**src/rtl/mult_pkg.sv**
```systemverilog
// Shared types and constants for the HI/LO multiply unit.
package mult_pkg;

    localparam int DEFAULT_WIDTH = 32;
    // One shift-add iteration per multiplier bit.
    localparam int ITER_COUNT    = DEFAULT_WIDTH;

    typedef enum logic [1:0] {
        ST_IDLE = 2'd0,
        ST_RUN  = 2'd1,
        ST_DONE = 2'd2
    } mult_state_t;

endpackage

```
**src/rtl/hilo_mult_unit.sv**
```systemverilog
// Iterative radix-2 shift-add multiplier owning the architectural HI/LO pair.
// Optional signed support (mult) is enabled by defining HILO_MULT_SIGNED_EN.
//
// state | meaning
// IDLE  | waiting for start; operands latched on start
// RUN   | one shift-add iteration per cycle, down-counter to terminal count 1
// DONE  | HI/LO hold the new product, done pulses, busy still high
import mult_pkg::*;

module hilo_mult_unit #(
    parameter int WIDTH = DEFAULT_WIDTH
) (
    input  logic             clk,
    input  logic             rst_n,
    input  logic             start,
    input  logic             is_signed,
    input  logic [WIDTH-1:0] a,
    input  logic [WIDTH-1:0] b,
    input  logic             hilo_sel,
    output logic [WIDTH-1:0] rd_data,
    output logic [WIDTH-1:0] hi,
    output logic [WIDTH-1:0] lo,
    output logic             busy,
    output logic             done
);

    localparam int CNT_W = $clog2(WIDTH + 1);
    localparam logic [CNT_W-1:0] CNT_LOAD = CNT_W'(WIDTH);
    localparam logic [CNT_W-1:0] CNT_LAST = CNT_W'(1);

    mult_state_t state, state_nx;

    logic [CNT_W-1:0]   cnt;
    logic [2*WIDTH-1:0] mcand;
    logic [2*WIDTH-1:0] acc;
    logic [2*WIDTH-1:0] acc_nx;
    logic [2*WIDTH-1:0] prod_fin;
    logic [WIDTH-1:0]   mplier;
    logic [WIDTH-1:0]   a_mag;
    logic [WIDTH-1:0]   b_mag;
    logic               neg_d;
    logic               neg_q;

`ifdef HILO_MULT_SIGNED_EN
    always_comb begin
        a_mag = (is_signed && a[WIDTH-1]) ? -a : a;
        b_mag = (is_signed && b[WIDTH-1]) ? -b : b;
        neg_d = is_signed & (a[WIDTH-1] ^ b[WIDTH-1]);
    end
`else
    // Unsigned-only build: is_signed is accepted but never changes the result.
    always_comb begin
        a_mag = a;
        b_mag = b;
        neg_d = is_signed & 1'b0;
    end
`endif

    always_comb begin
        acc_nx   = acc + (mplier[0] ? mcand : '0);
        prod_fin = neg_q ? -acc_nx : acc_nx;
    end

    always_ff @(posedge clk or negedge rst_n) begin
        if (!rst_n) begin
            state <= ST_IDLE;
        end else begin
            state <= state_nx;
        end
    end

    always_comb begin
        state_nx = state;
        case (state)
            ST_IDLE: if (start) state_nx = ST_RUN;
            ST_RUN:  if (cnt == CNT_LAST) state_nx = ST_DONE;
            ST_DONE: state_nx = ST_IDLE;
            default: state_nx = ST_IDLE;
        endcase
    end

    // HI/LO are written on the final iteration edge so they are visible in the DONE cycle.
    always_ff @(posedge clk or negedge rst_n) begin
        if (!rst_n) begin
            cnt    <= '0;
            mcand  <= '0;
            mplier <= '0;
            acc    <= '0;
            neg_q  <= 1'b0;
            hi     <= '0;
            lo     <= '0;
        end else begin
            case (state)
                ST_IDLE: begin
                    if (start) begin
                        mcand  <= {{WIDTH{1'b0}}, a_mag};
                        mplier <= b_mag;
                        acc    <= '0;
                        neg_q  <= neg_d;
                        cnt    <= CNT_LOAD;
                    end
                end
                ST_RUN: begin
                    acc    <= acc_nx;
                    mcand  <= mcand << 1;
                    mplier <= mplier >> 1;
                    cnt    <= cnt - CNT_LAST;
                    if (cnt == CNT_LAST) begin
                        {hi, lo} <= prod_fin;
                    end
                end
                default: ;
            endcase
        end
    end

    assign busy    = (state != ST_IDLE);
    assign done    = (state == ST_DONE);
    assign rd_data = hilo_sel ? hi : lo;

endmodule

```
**config.mk**
```make
export PLATFORM = sky130hd
export DESIGN_NAME = hilo_mult_unit
export DESIGN_NICKNAME = d
export VERILOG_FILES = /design/src/rtl/mult_pkg.sv /design/src/rtl/hilo_mult_unit.sv
export SDC_FILE = /design/constraint.sdc
export NUM_CORES = 1
export LEC_CHECK = 0
export BUFFER_PORTS_ARGS = -buffer_cell sky130_fd_sc_hd__buf_2
export CAP_MARGIN = 10
export CORE_AREA = 2 2 154 156
export DETAILED_ROUTE_END_ITERATION = 10
export DIE_AREA = 0 0 156 158
export GPL_TIMING_DRIVEN = 1
export PLACE_DENSITY = 0.88
export SLEW_MARGIN = 20
export SYNTH_ARGS = -nofsm -noshare
export SYNTH_HDL_FRONTEND = slang
export SYNTH_SLANG_ARGS = --single-unit
```
**constraint.sdc**
```tcl
create_clock -name clk -period 4.6 [get_ports clk]
set_input_delay 1.38 -clock clk [delete_from_list [all_inputs] [get_ports clk]]
set_output_delay 1.38 -clock clk [all_outputs]
set_load 0.05 [all_outputs]
```
==> results.md, run 1 <==
- Share of the cycle needed by the critical path after routing: 0.9224
- Detailed-route wire length per cell: 19.76 µm
- Post-route core utilization: 0.6607
- Proportion of power drawn by combinational gates: 0.524
- Element type at the critical path end: flip-flop
- Number of DRC violations after detailed routing: 0
- Internal power component: 6.172 mW
- H-tree levels: 1
- Clock power frac: 0.171
- Fraction of power spent switching nets: 0.4922
- Post-synth EDFFs: 0
- Cell type with the highest aggregate area in the netlist: dfrtp_1
- Fraction of layout cells with a size suffix above 1: 0.1827
- Violation count after the first detailed-routing iteration: 975
- Number of hold-slack violations in the final timing report: 0
- Fill cells: 1781
- Maximum clock skew at final layout: 0.01400 ns
- Most common cell after layout, fill and taps aside: nand2_1
- Share of flip-flops with an asynchronous set or reset after synthesis: 1.000
- Number of setup buffers added after CTS: 0
- Area overhead of the layout relative to synthesis: 13.94%
- Post-synth top flop: dfrtp_1
- Die footprint: 24650 µm²
- DPL Wire Length: 26220 µm
- Total Nets Final: 1725
- First-pass GRT wire length: 59620 µm
- Final slew viol count: 0
- Highest clock rate: between 200 and 250 MHz
- Gr ovfl total: 0
- Clock Pin Slew Worst Setup and Hold Paths: 0.06 ns
- Cell at the root of the clock tree: clkbuf_16
- Setup_tns: 0 ns
- Transition time at the pin with the least slew margin: 1.033 ns
- Worst hold slack after final layout: 0.4745 ns
- Library cell contributing the largest single delay on the critical path: dfrtp_1
- Count of non-filler cells in the finished layout: between 1500 and 2000
- Avg Synthesized Cell Area: 9.025 µm²
- Post-synth cell types: 72
- Post-Synthesis Cells: 1481
- Yosys warning count: 0
- Sequential-to-total area share from yosys stat: 0.4343
- Multi-input logic area: 7159 µm²
- Crit path kind: reg -> reg
- Min Clock Period, post-route: 4.243 ns
- Core Area: 23050 µm²
- Reg area: 5806 µm²
- Critical Path Start Type: flip-flop
- Result of the run: finished, final reports clean
- Power Density: 798.1 nW/µm²
- Antenna violations before repair: 0
- Diode insertion count for antenna repair: 0
- Critical path required time: 4.99 ns
- Proportion of netlist area held by the largest area contributor: 0.4343
- Setup violation total in the final timing report: 0
- I/O Pins: 167
- Flip-flop and latch count after synthesis: between 200 and 250
- Crit Path Max Fanout: 18
- Critical path's top delay family: compound AO/OA/AOI/OAI gates
- Count of buffer and inverter cells on the critical path: 1
- Total wire length after detailed routing: 37530 µm
- Flop-to-flop setup slack: 0.36 ns
- Count of hold-fix buffers inserted at cts: 0
- DRT Pass-1 Iters: 6
- Arrival time of data at the critical path endpoint: 4.64 ns
- Stage delay of the slowest cell on the critical path: 0.68 ns
- Maximum number of pins on one net before global-route repair: 119
- Summed instance area of the synthesized netlist: 13370 µm²
- Final Total Pwr: ~12 mW
- Global-route total usage across every layer: 0.3049
- Setup repair after global routing missed its margin: no
- Number of placement rows: 56
- Number of buffers on the longest clock path: 3
- Net Sw Power: 5.983 mW
- Cells along the critical path: and2_1 -> ha_1 -> inv_1 -> fa_1 -> nand2b_1 -> a21oi_1 -> nor2_1 -> o31ai_1 -> a311oi_2 -> o22ai_2 -> a31oi_4 -> o21ai_1 -> a31oi_1 -> xor2_1 -> o21ai_1
- Die outline height: ~160 µm
- Number of gates given a new drive strength after cts: 0
- Via count of the first global-routing pass: 11210
- Synth area leaders: dfrtp_1 (43%), nand2_1 (8.5%), ha_1 (6.1%), o21ai_0 (5.6%), mux2_2 (3.9%)
- Initial Utilization: 0.5798
- Antenna-violating nets left: 0
- Leakage power of the design: 7.454 nW
- Number of cells in the design after placement: 1852
- Highest-count cells in the layout ignoring fill and taps: nand2_1 (303), dfrtp_1 (232), buf_2 (164)
- Largest vdd supply drop: roughly 0.00056 V
- Number of clock buffers inserted by TritonCTS: 26
- Vias post-DR: 11760
- Number of maximum-capacitance violations: 0
- Worst-case headroom to the max-slew limit: 0.3114
- Via-per-instance ratio: approximately 6.2
- Post-Synthesis Net Count: ~1600
- Most used cell along the critical path: o21ai_1
- Count of clock tree sinks: between 200 and 250
- Number of input and output port buffers inserted: 165
- Width of the die: 156 µm
- Worst hold path type: reg -> reg
- Part of the total power dissipated in sequential elements: 0.305
- Clock latency at the later pin of the worst-skew pair: 0.54 ns
- Clock tree from TritonCTS: built
- Weighted congestion at the end of routability-driven global placement: 0.9791
## cells in the mapped netlist (2+ instances only)
cell      instances
xnor2_1          22
a21o_1           51
o31ai_1           3
xor2_1           40
or4_1             2
dfrtp_1         232
o21a_1            7
a41oi_1           2
mux2_2           46
nor3b_1           2
o31a_1            4
o21bai_1          9
a22oi_1          62
and3_1           11
a21oi_2           2
buf_1             4
nor2b_1           8
nand4_1          14
nor2_1           32
a211oi_1          2
and4_1            4
a22o_1           14
nor3_1           11
inv_1            12
nand2b_1          7
buf_2             6
or3_1             2
mux2i_1           2
and2_1           70
nand3_1          60
o21ai_0         149
a21oi_1          60
ha_1             65
a31oi_1          16
o21ai_1          17
nand2_1         304
a221oi_1          2
o211ai_1          3
clkbuf_1         89
## cell type report
| type | instances | share of cell area |
|---|---|---|
| tap | 290 | 0.02383 |
| timing repair buffer | 180 | 0.06474 |
| inverter | 13 | 0.003204 |
| clock inverter | 9 | 0.005997 |
| multi-input combinational | 1137 | 0.4701 |
| sequential | 232 | 0.3812 |
| clock buffer | 38 | 0.05094 |
## power groups by stage
stage	registers (mW)	clock network [mW]	logic [mW]
after floorplan	4.12	0	4.12
after global placement	3.68	0	6.06
after detailed placement	3.71	0	6.27
after CTS	3.69	2.10	6.31
after global routing	3.80	2.18	6.91
final	3.71	2.08	6.36
## state kept, by name, summed over array words and instances (netlist names)
| signal | cells |
|---|---|
| acc | 64 |
| mcand | 64 |
| hi | 32 |
| lo | 32 |
| mplier | 32 |
| cnt | 6 |
| state | 2 |
## layer usage
| layer | global-route usage | up-vias | part of all wire |
|---|---|---|---|
| li1 | - | 5432 | - |
| met1 | 0.4295 | 5731 | 0.42 |
| met2 | 0.4777 | 535 | 0.45 |
| met3 | 0.06789 | 63 | 0.10 |
| met4 | 0.08650 | 0 | 0.028 |
| met5 | 0 | - | 0 |
## through the flow
step           cell area [µm²]  setup slack, ns
2_1_floorplan            13370           0.8268
6_report                 15230           0.3571
3_3_place_gp             14360           0.5764
3_5_place_dp             14360           0.4497
4_1_cts                  15230           0.4408
5_1_grt                  15230           0.1281
## worst register-to-register path, delay by kind of cell (launching register included)
family / cells / cell delay [ns]
simple gates: 3 / 0.53
buf+inv: 1 / 0.07
flops: 1 / 0.68
compound gates: 8 / 1.95
fa+ha+maj: 2 / 0.59
xor+xnor: 1 / 0.26
## worst paths after layout
check                                from         to  cells past startpoint
worst min-delay path            mplier[1]  mplier[1]                      2
worst max register to register  mplier[0]    acc[62]                     15
min in group asynchronous           rst_n    acc[54]                      1
worst min register to register  mplier[1]  mplier[1]                      2
worst max-delay path            mplier[0]    acc[62]                     15
max in group asynchronous           rst_n  mcand[16]                      2
## cells by family (layout without fill, tap and decap cells)
group | Yosys count | after routing | share of synthesized area
simple gates | 537 | 537 | 0.1843
mux | 48 | 48 | 0.04025
xor+xnor | 63 | 63 | 0.04231
fa+ha+maj | 66 | 66 | 0.06234
flops | 232 | 232 | 0.4343
compound gates | 423 | 423 | 0.2044
buf+inv | 112 | 240 | 0.03201
Note: power is estimated with default switching activity, not from simulation.
==> run 2, diff against run 1 <==
Settings changed: CORE_AREA 2 2 154 156 to 2 2 152 154, CTS_BUF_LIST set to sky130_fd_sc_hd__clkbuf_4 sky130_fd_sc_hd__clkbuf_8, DIE_AREA 0 0 156 158 to 0 0 154 156, PLACE_DENSITY 0.88 to 0.9.
==> run 2 against run 1 <==
Combinational power up 0.8%. Fmax increased by 1.3%. Clock power is 3% lower. Register-to-register slack improved by 0.06 ns. Final cell count increased by 0.95%. Global-route usage rose by 2.0 points. Die area is 2.5% lower. Critical endpoint is now hi[15]. Largest cell class unchanged.
==> results.md, run 2 (synthesis results as in run 1) <==
- Result of the run: finished, final reports clean
- DRT Pass-1 Iters: 6
- Min Clock Period, post-route: 4.188 ns
- Number of DRC violations after detailed routing: 0
- Total wire length after detailed routing: about 39000 µm
- Number of gates given a new drive strength after cts: 0
- Fill cells: 1707
- Core Area: ~22000 µm²
- Reg2reg end: hi[15]
- Most used cell along the critical path: a21oi_1
- Fraction of power spent switching nets: 0.5006
- Via count of the first global-routing pass: 11660
- Highest clock rate: 238.8 MHz
- Number of input and output port buffers inserted: about 170
- H-tree levels: 2
- Count of hold-fix buffers inserted at cts: 0
- Fraction of layout cells with a size suffix above 1: 0.1962
- Final slew viol count: 0
- Net Sw Power: 6.081 mW
- Clock tree from TritonCTS: built
- Count of non-filler cells in the finished layout: 1917
- Power Density: 798.9 nW/µm²
- Die footprint: approximately 24000 µm²
- Number of hold-slack violations in the final timing report: 0
- Crit Path Max Fanout: 20
- Number of placement rows: 55
- Cells along the critical path: buf_4 -> and2_1 -> ha_1 -> a21oi_1 -> o21ai_0 -> nor2_1 -> a31oi_2 -> a21oi_1 -> nor2_1 -> a21oi_1 -> a2111oi_1 -> a31oi_1 -> xor2_1 -> o21ai_1
- Crit path kind: reg -> reg
- Worst-case headroom to the max-slew limit: 0.2930
- Gr ovfl total: 0
- Antenna-violating nets left: 0
- Worst reg-to-reg path cell count: 14
- Proportion of power drawn by combinational gates: 0.528
- Timing startpoint of the critical path: mplier[0]
- Arrival time of data at the critical path endpoint: 4.57 ns
- Largest vdd supply drop: 0.0005132 V
- Setup violation total in the final timing report: 0
- Critical path required time: 4.98 ns
- Antenna violations before repair: 2
- Initial Utilization: 0.5977
- Weighted congestion at the end of routability-driven global placement: 0.9545
- Top flop regs: acc x64, mcand x64
- Violation count after the first detailed-routing iteration: 1201
- Detailed-route wire length per cell: 20.17 µm
- Number of setup buffers added after CTS: 0
- Total Nets Final: between 1500 and 2000
- Leakage power of the design: 7.474 nW
- DPL Wire Length: approximately 27000 µm
- Via-per-instance ratio: just over 6
- I/O Pins: 167
- Clock Pin Slew Worst Setup and Hold Paths: 0.06 ns
- Die outline height: 156 µm
- Number of cells in the design after placement: 1845
- Stage delay of the slowest cell on the critical path: 0.63 ns
- Element type at the critical path end: flip-flop
- Area overhead of the layout relative to synthesis: 13.77%
- Setup slack after layout: 0.4122 ns
- Library cell contributing the largest single delay on the critical path: a2111oi_1
- Number of clock buffers inserted by TritonCTS: 40
- Maximum number of pins on one net before global-route repair: 101
- Count of clock tree sinks: 232
- Maximum clock skew at final layout: between 0.02 and 0.03 ns
- Clock latency at the later pin of the worst-skew pair: 0.55 ns
- First-pass GRT wire length: 62040 µm
- Worst hold path type: reg -> reg
- Number of maximum-capacitance violations: 0
- Most common cell after layout, fill and taps aside: nand2_1
- Global-route total usage across every layer: 0.3244
- Internal power component: 6.067 mW
- Startpoint of the worst register-to-register path: mplier[0]
- Setup repair after global routing missed its margin: no
- Setup_tns: 0 ns
- Critical Path End: hi[15]
- Critical Path Start Type: flip-flop
- Clock power frac: 0.166
- Part of the total power dissipated in sequential elements: 0.306
- Vias post-DR: 11940
- Number of buffers on the longest clock path: 3
- Post-route core utilization: 0.6799
- Post-Place Setup Slack: around 0.61 ns
- Flop-to-flop setup slack: 0.41 ns
- Width of the die: ~150 µm
- Highest-count cells in the layout ignoring fill and taps: nand2_1 (303), dfrtp_1 (232), buf_2 (164)
- Multi-input logic area: between 7000 and 8000 µm²
- Share of the cycle needed by the critical path after routing: 0.9104
- Transition time at the pin with the least slew margin: 1.061 ns
- Cell at the root of the clock tree: clkbuf_8
- Reg area: around 5800 µm²
run 2: per-stage QoR:
step	power [mW]	cell area, µm²	hold slack [ns]
floorplan	8.244	13370	0.4463
global placement	9.738	14340	0.4597
finish	12.15	15210	0.4765
CTS	12.07	15200	0.4822
detailed placement	9.977	14340	0.4673
global route	12.91	15200	0.5075
run 2: area by class of cell:
cell class | instances | share of cell area
flip-flops and latches | 232 | 0.3818
clock inverters | 10 | 0.006089
well taps | 285 | 0.02345
repair buffers | 178 | 0.06385
diodes | 1 | 0.0001646
inverters | 13 | 0.003209
multi-input cells | 1137 | 0.4708
clock buffers | 61 | 0.05068
run 2: per-layer routing:
layer  global-route usage  share of wire  vias up
met1               0.4619           0.42     5766
met2               0.5016           0.45      602
met4               0.1166          0.033        0
met3              0.05889          0.096       98
met5                    0              0        -
li1                     -              -     5470
run 2: power groups by stage:
stage | Clock (mW) | Combinational, mW | Sequential, mW
after floorplan | 0 | 4.12 | 4.12
final | 2.02 | 6.41 | 3.71
after global placement | 0 | 6.08 | 3.66
after CTS | 2.04 | 6.34 | 3.69
after global routing | 2.12 | 6.99 | 3.80
after detailed placement | 0 | 6.27 | 3.70
run 2: worst min path at each step:
stage	start	cells past startpoint	slack [ns]	endpoint
after floorplan	mplier[10]	2	0.45	mplier[10]
after global placement	mplier[17]	2	0.46	mplier[17]
after detailed placement	mplier[2]	2	0.47	mplier[2]
after CTS	mplier[2]	2	0.48	mplier[2]
after global routing	mplier[22]	2	0.51	mplier[22]
final	mplier[2]	2	0.48	mplier[2]
run 2: critical path: cells and delay by family (launching register included):
family | cells | cell delay [ns]
fa+ha+maj | 1 | 0.44
compound gates | 8 | 2.05
simple gates | 3 | 0.51
flops | 1 | 0.48
buf+inv | 1 | 0.25
xor+xnor | 1 | 0.29
